$ cat config.mk
export PLATFORM = sky130hd
export DESIGN_NAME = spi_receptor
export DESIGN_NICKNAME = d
export VERILOG_FILES = /design/src/rtl/spi_receptor.sv
export SDC_FILE = /design/constraint.sdc
export NUM_CORES = 1
export LEC_CHECK = 0
export BUFFER_PORTS_ARGS = -buffer_cell sky130_fd_sc_hd__buf_2
export CAP_MARGIN = 0
export CELL_PAD_IN_SITES_DETAIL_PLACEMENT = 0
export CELL_PAD_IN_SITES_GLOBAL_PLACEMENT = 2
export CORE_UTILIZATION = 39
export CTS_CLUSTER_DIAMETER = 50
export DETAILED_ROUTE_END_ITERATION = 12
export GPL_TIMING_DRIVEN = 0
export PLACE_DENSITY = 0.86
export SLEW_MARGIN = 20
export SYNTH_ARGS = -nofsm -noshare
export SYNTH_HDL_FRONTEND = slang
export SYNTH_SLANG_ARGS = --single-unit
$ cat constraint.sdc
create_clock -name CLK -period 4.6 [get_ports CLK]
set_clock_uncertainty 0.15 [all_clocks]
set_input_delay 0.92 -clock CLK [delete_from_list [all_inputs] [get_ports CLK]]
set_output_delay 0.92 -clock CLK [all_outputs]
set_load 0.05 [all_outputs]
$ cat src/rtl/spi_receptor.sv
// SPI slave receiver: oversamples SCK/CS/MOSI on CLK, deserializes WIDTH-bit words
// from MOSI and serializes a local TX word onto MISO, MSB first, in any of the four SPI modes.
module spi_receptor #(
  parameter int WIDTH       = 16,
  parameter int SYNC_STAGES = 2
) (
  input  logic             CLK,
  input  logic             RESET,
  input  logic             CKP,
  input  logic             CPH,
  input  logic             SCK,
  input  logic             CS,
  input  logic             MOSI,
  input  logic [WIDTH-1:0] TX_DATA,
  output logic             MISO,
  output logic [WIDTH-1:0] RX_DATA,
  output logic             RX_VALID,
  output logic             BUSY,
  output logic             FRAME_ERR
);

  localparam int CNT_W = (WIDTH > 1) ? $clog2(WIDTH) : 1;
  localparam logic [CNT_W-1:0] LAST_BIT = CNT_W'(WIDTH - 1);

  typedef enum logic {IDLE, ACTIVE} state_t;
  state_t state_reg, state_next;

  logic [SYNC_STAGES-1:0] sck_sync_reg, cs_sync_reg, mosi_sync_reg;
  logic                   sck_dly_reg, cs_dly_reg;
  logic [SYNC_STAGES:0]   primed_reg;

  logic [1:0]       mode_reg;
  logic [WIDTH-1:0] tx_shift_reg;
  logic [WIDTH-2:0] rx_shift_reg;
  logic [CNT_W-1:0] bit_cnt_reg;
  logic [WIDTH-1:0] rx_data_reg;
  logic             rx_valid_reg, frame_err_reg;

  logic             sck_last, cs_last, mosi_last, primed;
  logic             sck_rise, sck_fall, cs_rise, cs_fall;
  logic             sample_on_rise, sample_edge, shift_edge;
  logic [WIDTH-1:0] rx_word;

  always_ff @(posedge CLK) begin
    if (RESET) begin
      sck_sync_reg  <= '0;
      cs_sync_reg   <= '1;
      mosi_sync_reg <= '0;
      sck_dly_reg   <= 1'b0;
      cs_dly_reg    <= 1'b1;
      primed_reg    <= '0;
    end else begin
      sck_sync_reg  <= {sck_sync_reg[SYNC_STAGES-2:0], SCK};
      cs_sync_reg   <= {cs_sync_reg[SYNC_STAGES-2:0], CS};
      mosi_sync_reg <= {mosi_sync_reg[SYNC_STAGES-2:0], MOSI};
      sck_dly_reg   <= sck_sync_reg[SYNC_STAGES-1];
      cs_dly_reg    <= cs_sync_reg[SYNC_STAGES-1];
      primed_reg    <= {primed_reg[SYNC_STAGES-1:0], 1'b1};
    end
  end

  assign sck_last  = sck_sync_reg[SYNC_STAGES-1];
  assign cs_last   = cs_sync_reg[SYNC_STAGES-1];
  assign mosi_last = mosi_sync_reg[SYNC_STAGES-1];

  // Edges are only trusted once real samples have flushed the reset values out of
  // the chain; otherwise a CS held low through reset would look like a fresh fall.
  assign primed   = primed_reg[SYNC_STAGES];
  assign sck_rise = primed &  sck_last & ~sck_dly_reg;
  assign sck_fall = primed & ~sck_last &  sck_dly_reg;
  assign cs_rise  = primed &  cs_last  & ~cs_dly_reg;
  assign cs_fall  = primed & ~cs_last  &  cs_dly_reg;

  assign sample_on_rise = (mode_reg[1] == mode_reg[0]);
  assign sample_edge    = (state_reg == ACTIVE) & (sample_on_rise ? sck_rise : sck_fall);
  assign shift_edge     = (state_reg == ACTIVE) & (sample_on_rise ? sck_fall : sck_rise);
  assign rx_word        = {rx_shift_reg, mosi_last};

  always_ff @(posedge CLK) begin
    if (RESET) begin
      state_reg <= IDLE;
    end else begin
      state_reg <= state_next;
    end
  end

  always_comb begin
    state_next = state_reg;
    case (state_reg)
      IDLE:    if (cs_fall) state_next = ACTIVE;
      ACTIVE:  if (cs_rise) state_next = IDLE;
      default: state_next = IDLE;
    endcase
  end

  always_ff @(posedge CLK) begin
    if (RESET) begin
      mode_reg      <= '0;
      tx_shift_reg  <= '0;
      rx_shift_reg  <= '0;
      bit_cnt_reg   <= '0;
      rx_data_reg   <= '0;
      rx_valid_reg  <= 1'b0;
      frame_err_reg <= 1'b0;
    end else begin
      rx_valid_reg  <= 1'b0;
      frame_err_reg <= 1'b0;
      if (state_reg == IDLE) begin
        if (cs_fall) begin
          mode_reg     <= {CKP, CPH};
          tx_shift_reg <= TX_DATA;
          rx_shift_reg <= '0;
          bit_cnt_reg  <= '0;
        end
      end else if (cs_rise) begin
        // A partial word is dropped; only the error strobe reports it.
        frame_err_reg <= (bit_cnt_reg != '0);
        bit_cnt_reg   <= '0;
      end else if (sample_edge) begin
        rx_shift_reg <= rx_word[WIDTH-2:0];
        if (bit_cnt_reg == LAST_BIT) begin
          rx_data_reg  <= rx_word;
          rx_valid_reg <= 1'b1;
          bit_cnt_reg  <= '0;
          tx_shift_reg <= TX_DATA;
        end else begin
          bit_cnt_reg <= bit_cnt_reg + CNT_W'(1);
        end
      end else if (shift_edge && (bit_cnt_reg != '0)) begin
        tx_shift_reg <= {tx_shift_reg[WIDTH-2:0], 1'b0};
      end
    end
  end

  assign MISO      = (state_reg == ACTIVE) & tx_shift_reg[WIDTH-1];
  assign RX_DATA   = rx_data_reg;
  assign RX_VALID  = rx_valid_reg;
  assign FRAME_ERR = frame_err_reg;
  assign BUSY      = ~cs_last;

endmodule
## Word-level counts from Yosys, hierarchy flattened

Cells that the tools add are included.

- Add/subtract/negate cells: 1
- $mul: 0
- Divide/modulo/power cells: 0
- Order comparisons: 0
- Equal/unequal tests: 7
- Shift-type cells: 0
- Muxes and demuxes: 22
- Bitwise operators: 18
- Reduce and logical (&&, ||, !) cells: 10

Operator list:

| operator | count |
|---|---|
| $mux W16 | 6 |
| $mux W15 | 4 |
| $mux W4 | 5 |
| $and A1 B1 Y1 | 11 |
| $reduce_and A4 Y1 | 2 |
| $not A1 Y1 | 7 |
| $mux W1 | 6 |
| $ne A3 B1 Y1 const B | 2 |
| $add A4 B1 Y4 const B | 1 |
| $eq A4 B4 Y1 const B | 1 |
| $reduce_and A2 Y1 | 2 |
| $reduce_bool A4 Y1 | 1 |
| $reduce_or A4 Y1 | 1 |
| $ne A3 B2 Y1 const B | 1 |
| $reduce_and A3 Y1 | 1 |
| $reduce_or A3 Y1 | 1 |
| $ne A2 B1 Y1 const B | 1 |
| $ne A2 B2 Y1 const B | 1 |
| $pmux W1 S2 | 1 |
| $reduce_bool A2 Y1 | 1 |
| $eq A1 B1 Y1 | 1 |
| $logic_and A1 B1 Y1 | 1 |

- Flip-flop bits (word level): 67
- Latch bits: 0
- RAM bits: 0
- Memory bits (read-only): 0
- Input port bits: 23
- Output and inout bits: 20
- Word-level logic and storage cells: 73
- Memories kept: 0

## Longest topological paths before layout

Gate-level depths: netlist (run 1).

- Word-level depth: 10
- Gate-level depth with buffers: 8
- Gate-level depth less buffers: 6

## Worst setup path before layout (run 1)

Ideal clock, no wire load.

- Kind: input port to flip-flop
- From: in RESET
- To: reg tx_shift_reg[10]
- Arrival: 1.994 ns
- Data required time: 4.383 ns
- Path slack: 2.388 ns
- Cell stages on the path: 6
- Buffers on the path: 3
- Cells stage by stage: clkbuf_1 > inv_1 > clkbuf_1 > clkbuf_1 > o41ai_1 > a21oi_4

RTL lines:

| item | line | RTL |
|---|---|---|
| start, declared | 8 | `input logic RESET,` |
| end signal, assigned | 130 | `tx_shift_reg <= {tx_shift_reg[WIDTH-2:0], 1'b0};` |
| end, declared | 33 | `logic [WIDTH-1:0] tx_shift_reg;` |

## Worst setup path in the final report (run 1)

- From: reg state_reg
- To: out MISO

- Cells in the longest elaborated chain, start to end: 1

Ends and longest elaborated chain:

| item | line | RTL |
|---|---|---|
| start, declared | 26 | `state_t state_reg, state_next;` |
| start signal, assigned | 83 | `state_reg <= state_next;` |
| $and A1 B1 Y1 | 135 | `assign MISO = (state_reg == ACTIVE) & tx_shift_reg[WIDTH-1];` |
| end, declared | 15 | `output logic MISO,` |

No other way between the ends.

==> impl_metrics.csv, run 1 <==
group,metric,value,unit
sta,setup_violations,0,
clock_tree,post-cts-setup-buffers,0,
sta,hold_viol_final,0,
clock_tree,cts-root-buf,"clkbuf_8",
route,drt_wl_total,5560,µm
min_path,worstHoldPathType,"reg2reg",
sta,slew_headroom,0.624,
sta,tightest_slew,556,ps
route,drc,0,
route,drtAntennaViolNets,0,
floorplanning,initial_core_util,0.411,
placed_design,place_inst,395,
clock_tree,clk_pin_slew,70,ps
floorplanning,dieArea,7620,µm²
critical_path,crit_chain,"clkbuf_1, and2_1, buf_2",
grt,grt_pass1_wl,9130,µm
placed_design,place_hpwl,3830,µm
route,wirelength_met1,2860,µm
grt,antenna_found_initial,0,
route,wl_met3,175,µm
logic_synthesis,synth_area_leaders,"dfxtp_1 47%, mux2i_1 11%, a21oi_4 6.3%",
clock_tree,ctsResizeCount,0,
placed_design,gp_congestion,0.733,
critical_path,path_max_fanout,10,
critical_path,required,3530,ps
critical_path,critPathArrivalTime,1580,ps
sta,setup_tns,0,ps
logic_synthesis,synth_seq_area_share,0.473,
route,dr_wl_met2,2420,µm
floorplanning,ioPinCount,43,
finish,areaGrowthSynthToFinish,18.5,%
clock_tree,cts_tree,"done",
sta,fin_crit_sh,0.576,
logic_synthesis,syn-instance-count,258,
power,ir_drop,208,µV
route,wire_per_inst,13.5,µm
clock_tree,cts_sinks,67,
floorplanning,coreArea,6910,µm²
sta,grt_setup_unrepaired,"no",
critical_path,critical_path.slowest_cell,"dfxtp_1",
job,cap_viol_max_count,0,
power,p_int,871,µW
grt,grt_start_max_net_pins,14,
power,p_sw,294,µW
critical_path,start_kind,"flip-flop",
critical_path,slowest_delay,400,ps
route,drtIter0Drc,89,
placed_design,portBuffers,41,
clock_tree,clock_latency,350,ps
clock_tree,cts_buffers,9,
clock_tree,htree_levels,3,
critical_path,end_kind,"primary output",
logic_synthesis,synth_cell_types,46,
grt,grt_overflow,0,
finish,num_antenna_cells,0,
logic_synthesis,synth_ff_type,"dfxtp_1",
floorplanning,die_h,87.3,µm
route,vias,2036,
power,pwr_density_cell,346,nW/µm²
clock_tree,cts_buffer_depth,2,
run_status,run_status,"complete, no violations",
logic_synthesis,synth_nets,283,
logic_synthesis,ys_warn_count,0,
logic_synthesis,synth.top_cell.area_share,0.473,
finish,fin_cells,411,
logic_synthesis,yosysTopAreaCell,"dfxtp_1",
floorplanning,rows,30,
route,viasPerCell,4.95,
sta,whs,264,ps
power,seqPwrFrac,0.509,
finish,drive_gt1_frac,0.298,
logic_synthesis,syn_area_per_cell,11.0,µm²
sta,max_clock_freq,378,MHz
route,firstDrtPassIters,4,
route,top_layer,"met4",
power,p_leak,0.00138,µW
power,power.share.clock,0.427,
sta,layout_min_cycle_time,2650,ps
critical_path,reg2reg_slack,2340,ps
finish,finalNetCount,335,
power,power_frac_comb,0.064,
finish,final_common_cell,"dfxtp_1",
sta,drv_slew,0,
critical_path,critPathKind,"reg2out",
grt,grtUsageTotal,0.159,
power,swShare,0.252,
floorplanning,die_w,87.3,µm
logic_synthesis,syn-cell-area,2840,µm²
logic_synthesis,synth-edff-count,0,
logic_synthesis,async_flop_share,0,
logic_synthesis,synth_seq_cells,67,
clock_tree,ctsHoldBuffers,0,
finish,layout_common_cells,"67 x dfxtp_1, 45 x buf_2, 31 x mux2i_1, 22 x nor2_1, 16 x a22o_1",
grt,grt_pass1_vias,1894,
-- through the flow --
stage / instance area [µm²] / util / total power (µW) / worst slack, ps
after floorplan: 2840 / - / 660 / 2390
after global placement: 3160 / 0.458 / 681 / 1940
after detailed placement: 3160 / 0.458 / 682 / 1940
after CTS: 3360 / 0.487 / 1180 / 1930
after global routing: 3360 / 0.487 / 1210 / 1830
final: 3360 / 0.487 / 1160 / 1950
-- critical path: cells and delay by family, from the launching register on --
family | cells | cell delay, ps
buf+inv | 2 | 630
simple gates | 1 | 200
flops | 1 | 400
-- Yosys cell counts, drive strengths merged (2+ instances only) --
cell type  number
dfxtp          67
mux2i          32
a21oi          22
nor2           22
a22o           16
o41ai          15
nand2          12
buf            11
nor2b          10
clkbuf          8
inv             8
nand3b          3
o21ai           3
a211oi          2
a31o            2
and2            2
ha              2
mux2            2
nand3           2
nor3            2
or2             2
-- routing by layer --
metal | vias to the layer above | track usage
met5 | - | 0
met4 | 0 | 0.0849
met3 | 9 | 0.0332
met2 | 34 | 0.230
met1 | 948 | 0.221
li1 | 1045 | -
-- final timing paths --
kind | endpoint | startpoint | cells past startpoint
setup reg to reg | tx_shift_reg[14] | state_reg | 6
hold / removal | cs_sync_reg[1] | cs_sync_reg[0] | 1
hold reg to reg | cs_sync_reg[1] | cs_sync_reg[0] | 1
setup / recovery | MISO | state_reg | 3
-- power by group through the flow --
stage / combinational, µW / sequential, µW / clock, µW
floorplan: 55.8 / 604 / 0
global placement: 75.4 / 606 / 0
detailed placement: 76.0 / 606 / 0
CTS: 76.2 / 592 / 510
global route: 82.8 / 593 / 533
finish: 74.8 / 592 / 498
-- layout make-up --
class	count	area, µm²
Timing Repair Buffer	41	205
Clock inverter	7	76.3
Tap cell	96	120
Buffer	19	123
Sequential cell	67	1340
Inverter	8	30.0
Multi-Input combinational cell	164	1340
Fill cell	685	3540
Clock buffer	9	124
-- logic make-up (layout without fill, tap and decap cells) --
group | count (synthesis) | count (layout) | share of synthesized area
fa+ha+maj | 2 | 2 | 0.00882
compound gates | 67 | 67 | 0.224
simple gates | 60 | 60 | 0.112
mux | 34 | 34 | 0.123
buf+inv | 27 | 84 | 0.0538
xor+xnor | 1 | 1 | 0.00573
flops | 67 | 67 | 0.473
Note: power is estimated with default switching activity, not from simulation.
==> inputs of run 2 (changes only) <==
--- a/config.mk
+++ b/config.mk
@@ -5,15 +5,16 @@
 export SDC_FILE = /design/constraint.sdc
 export NUM_CORES = 1
 export LEC_CHECK = 0
+export ABC_AREA = 1
 export BUFFER_PORTS_ARGS = -buffer_cell sky130_fd_sc_hd__buf_2
 export CAP_MARGIN = 0
 export CELL_PAD_IN_SITES_DETAIL_PLACEMENT = 0
 export CELL_PAD_IN_SITES_GLOBAL_PLACEMENT = 2
-export CORE_UTILIZATION = 39
+export CORE_UTILIZATION = 31
 export CTS_CLUSTER_DIAMETER = 50
 export DETAILED_ROUTE_END_ITERATION = 12
 export GPL_TIMING_DRIVEN = 0
-export PLACE_DENSITY = 0.86
+export PLACE_DENSITY = 0.81
 export SLEW_MARGIN = 20
 export SYNTH_ARGS = -nofsm -noshare
 export SYNTH_HDL_FRONTEND = slang
==> constraint.sdc (replaced) <==
create_clock -name CLK -period 2.5 [get_ports CLK]
set_clock_uncertainty 0.15 [all_clocks]
set_input_delay 0.5 -clock CLK [delete_from_list [all_inputs] [get_ports CLK]]
set_output_delay 0.5 -clock CLK [all_outputs]
set_load 0.05 [all_outputs]
==> run 2 against run 1 <==
Net effect: clock power rose by 100%; first-iteration DRC count fell by 20%; non-clock buffer count rose by 2; largest power group unchanged; sequential share of layout area rose by 0.30 points; critical path depth rose by 1; global-route usage fell by 0.66 points; critical path type unchanged; register-to-register slack got worse by 1700 ps; synthesized cell count rose by 49%.
==> impl_metrics.csv, run 2 <==
group,metric,value,unit
run_status,run_status,"complete, no violations",
finish,seq_area,1340,µm²
logic_synthesis,ys_top_cells_by_count,"106 x nand2_1, 67 x dfxtp_1, 43 x nor2_1",
clock_tree,cts_sinks,67,
floorplanning,ioPinCount,43,
clock_tree,clk_pin_slew,70,ps
route,drtAntennaViolNets,0,
sta,hold_viol_final,0,
sta,max_clock_freq,457,MHz
finish,multi_input_area,1180,µm²
route,viasPerCell,4.52,
finish,areaGrowthSynthToFinish,20.3,%
critical_path,reg2reg_from,"bit_cnt_reg[0]",
min_path,worstHoldPathType,"in2reg",
floorplanning,die_w,96.6,µm
route,firstDrtPassIters,4,
sta,grt_setup_unrepaired,"no",
power,ir_drop,328,µV
critical_path,required,1850,ps
job,cap_viol_max_count,0,
min_path,min_from,"CS",
placed_design,gp_congestion,0.752,
logic_synthesis,async_flop_share,0,
critical_path,critPathArrivalTime,1540,ps
logic_synthesis,syn-cell-area,2770,µm²
floorplanning,coreArea,8680,µm²
sta,fin_crit_sh,0.875,
finish,final_common_cell,"nand2_1",
logic_synthesis,synth.top_cell.area_share,0.484,
critical_path,start_kind,"flip-flop",
floorplanning,dieArea,9330,µm²
logic_synthesis,syn_area_per_cell,7.20,µm²
route,vias,2481,
placed_design,portBuffers,41,
logic_synthesis,synth-compound-area-share,0.103,
finish,finalNetCount,461,
sta,tightest_slew,512,ps
sta,setup_violations,0,
placed_design,place_hpwl,4660,µm
critical_path,cp_top_family,"buffers and inverters",
critical_path,critical_path.slowest_cell,"clkbuf_2",
critical_path,crit_chain,"clkbuf_2, nand2_1, inv_1, buf_2",
sta,slew_headroom,0.659,
grt,grt_pass1_wl,10700,µm
grt,antenna_found_initial,0,
clock_tree,cts_buffers,9,
critical_path,path_max_fanout,19,
sta,drv_slew,0,
logic_synthesis,synth_cell_types,23,
power,p_leak,0.00149,µW
critical_path,end_kind,"primary output",
floorplanning,rows,34,
logic_synthesis,synth_top_family_by_area,"simple AND/OR/NAND/NOR gates",
clock_tree,ctsHoldBuffers,0,
logic_synthesis,synth_seq_area_share,0.484,
clock_tree,cts-root-buf,"clkbuf_8",
logic_synthesis,synth_area_leaders,"dfxtp_1 48%, nand2_1 14%, a21oi_1 7.0%",
logic_synthesis,muxShareOfSynthArea,0,
finish,fillers,962,
sta,layout_min_cycle_time,2190,ps
floorplanning,die_h,96.6,µm
min_path,holdPathStages,2,
critical_path,critPathKind,"reg2out",
clock_tree,cts_buffer_depth,2,
clock_tree,cts_tree,"done",
route,wire_per_inst,11.8,µm
power,p_total,2210,µW
logic_synthesis,ys_warn_count,0,
logic_synthesis,synth-edff-count,0,
logic_synthesis,yosysMostFrequentCell,"nand2_1",
finish,layout_common_cells,"106 x nand2_1, 67 x dfxtp_1, 49 x buf_2, 43 x nor2_1, 39 x a21oi_1",
finish,drive_gt1_frac,0.188,
logic_synthesis,synthAdderAreaFrac,0.00902,
logic_synthesis,synth_seq_cells,67,
logic_synthesis,synth_nets,410,
grt,grtUsageTotal,0.152,
logic_synthesis,yosysTopAreaCell,"dfxtp_1",
sta,setup_tns,0,ps
critical_path,r2r_end,"tx_shift_reg[12]",
finish,num_antenna_cells,0,
logic_synthesis,synth_xor_area_frac,0,
route,drc,0,
critical_path,slowest_delay,390,ps
route,drtIter0Drc,71,
power,pwr_density_cell,662,nW/µm²
logic_synthesis,syn-instance-count,385,
logic_synthesis,yosys.area_share.simple,0.314,
grt,grt_pass1_vias,2241,
logic_synthesis,synth_ff_type,"dfxtp_1",
floorplanning,initial_core_util,0.320,
critical_path,path_buf_inv,3,
clock_tree,htree_levels,3,
grt,grt_overflow,0,
route,drt_wl_total,6470,µm
critical_path,reg2reg_slack,620,ps
grt,grt_start_max_net_pins,13,
min_path,whs_endpoint,"cs_sync_reg[0]",
critical_path,r2r_cells,10,
clock_tree,clock_latency,340,ps
run 2: worst reg2reg max path, cell delays in order, from the launching register on:
cell and delay, ps:
dfxtp_1 360, ha_1 200, nand2_1 100, nor2_4 240
nand3_1 110, nand3_1 120, nand2_1 110, buf_2 210
nand2_1 80, nand2_1 40, nor2_1 90
run 2: final cells by class:
| cell class | count | area share |
|---|---|---|
| Sequential cell | 67 | 0.402 |
| Multi-Input combinational cell | 260 | 0.354 |
| Timing Repair Buffer | 41 | 0.0615 |
| Clock buffer | 10 | 0.0412 |
| Inverter | 36 | 0.0405 |
| Tap cell | 108 | 0.0405 |
| Buffer | 21 | 0.0341 |
| Clock inverter | 6 | 0.0266 |
run 2: how the worst max path moves through the flow:
stage,depth (start not counted),endpoint,slack (ps),start
after floorplan,4,MISO,530,state_reg
after global placement,5,MISO,190,state_reg
after CTS,5,MISO,20,state_reg
after detailed placement,5,MISO,230,state_reg
final,4,MISO,310,state_reg
after global routing,4,MISO,180,state_reg
run 2: per-layer routing:
layer	vias up	wire length (µm)	global-route usage
met1	1105	3210	0.197
met3	10	277	0.0391
met5	-	0	0
met4	0	97	0.0588
met2	35	2890	0.242
li1	1331	-	-
run 2: stage by stage:
step                      worst slack (ps)  instances  hold WS [ps]   util  area (µm²)
final                                  311        549           199  0.385        3340
after global routing                   177        549           190  0.385        3340
after CTS                             15.7        550           187  0.385        3340
after detailed placement               226        534           248  0.359        3110
after global placement                 194        534           240  0.359        3110
after floorplan                        533        385           238      -        2770
run 2: logic make-up after synthesis:
kind of cell | after synthesis
simple gates | 201
compound gates | 57
buf+inv | 58
flops | 67
fa+ha+maj | 2
run 2: what timing repair did:
| action | in CTS | in global routing |
|---|---|---|
| setup endpoints to repair | 1 | 1 |
| setup buffers | 0 | 0 |
| resized for setup | 1 | 0 |
| hold endpoints to repair | 0 | 0 |
run 2: power breakdown:
| group | internal, µW | switching (µW) |
|---|---|---|
| clock network | 588 | 434 |
| logic | 36.2 | 63.9 |
| registers | 1080 | 5.88 |
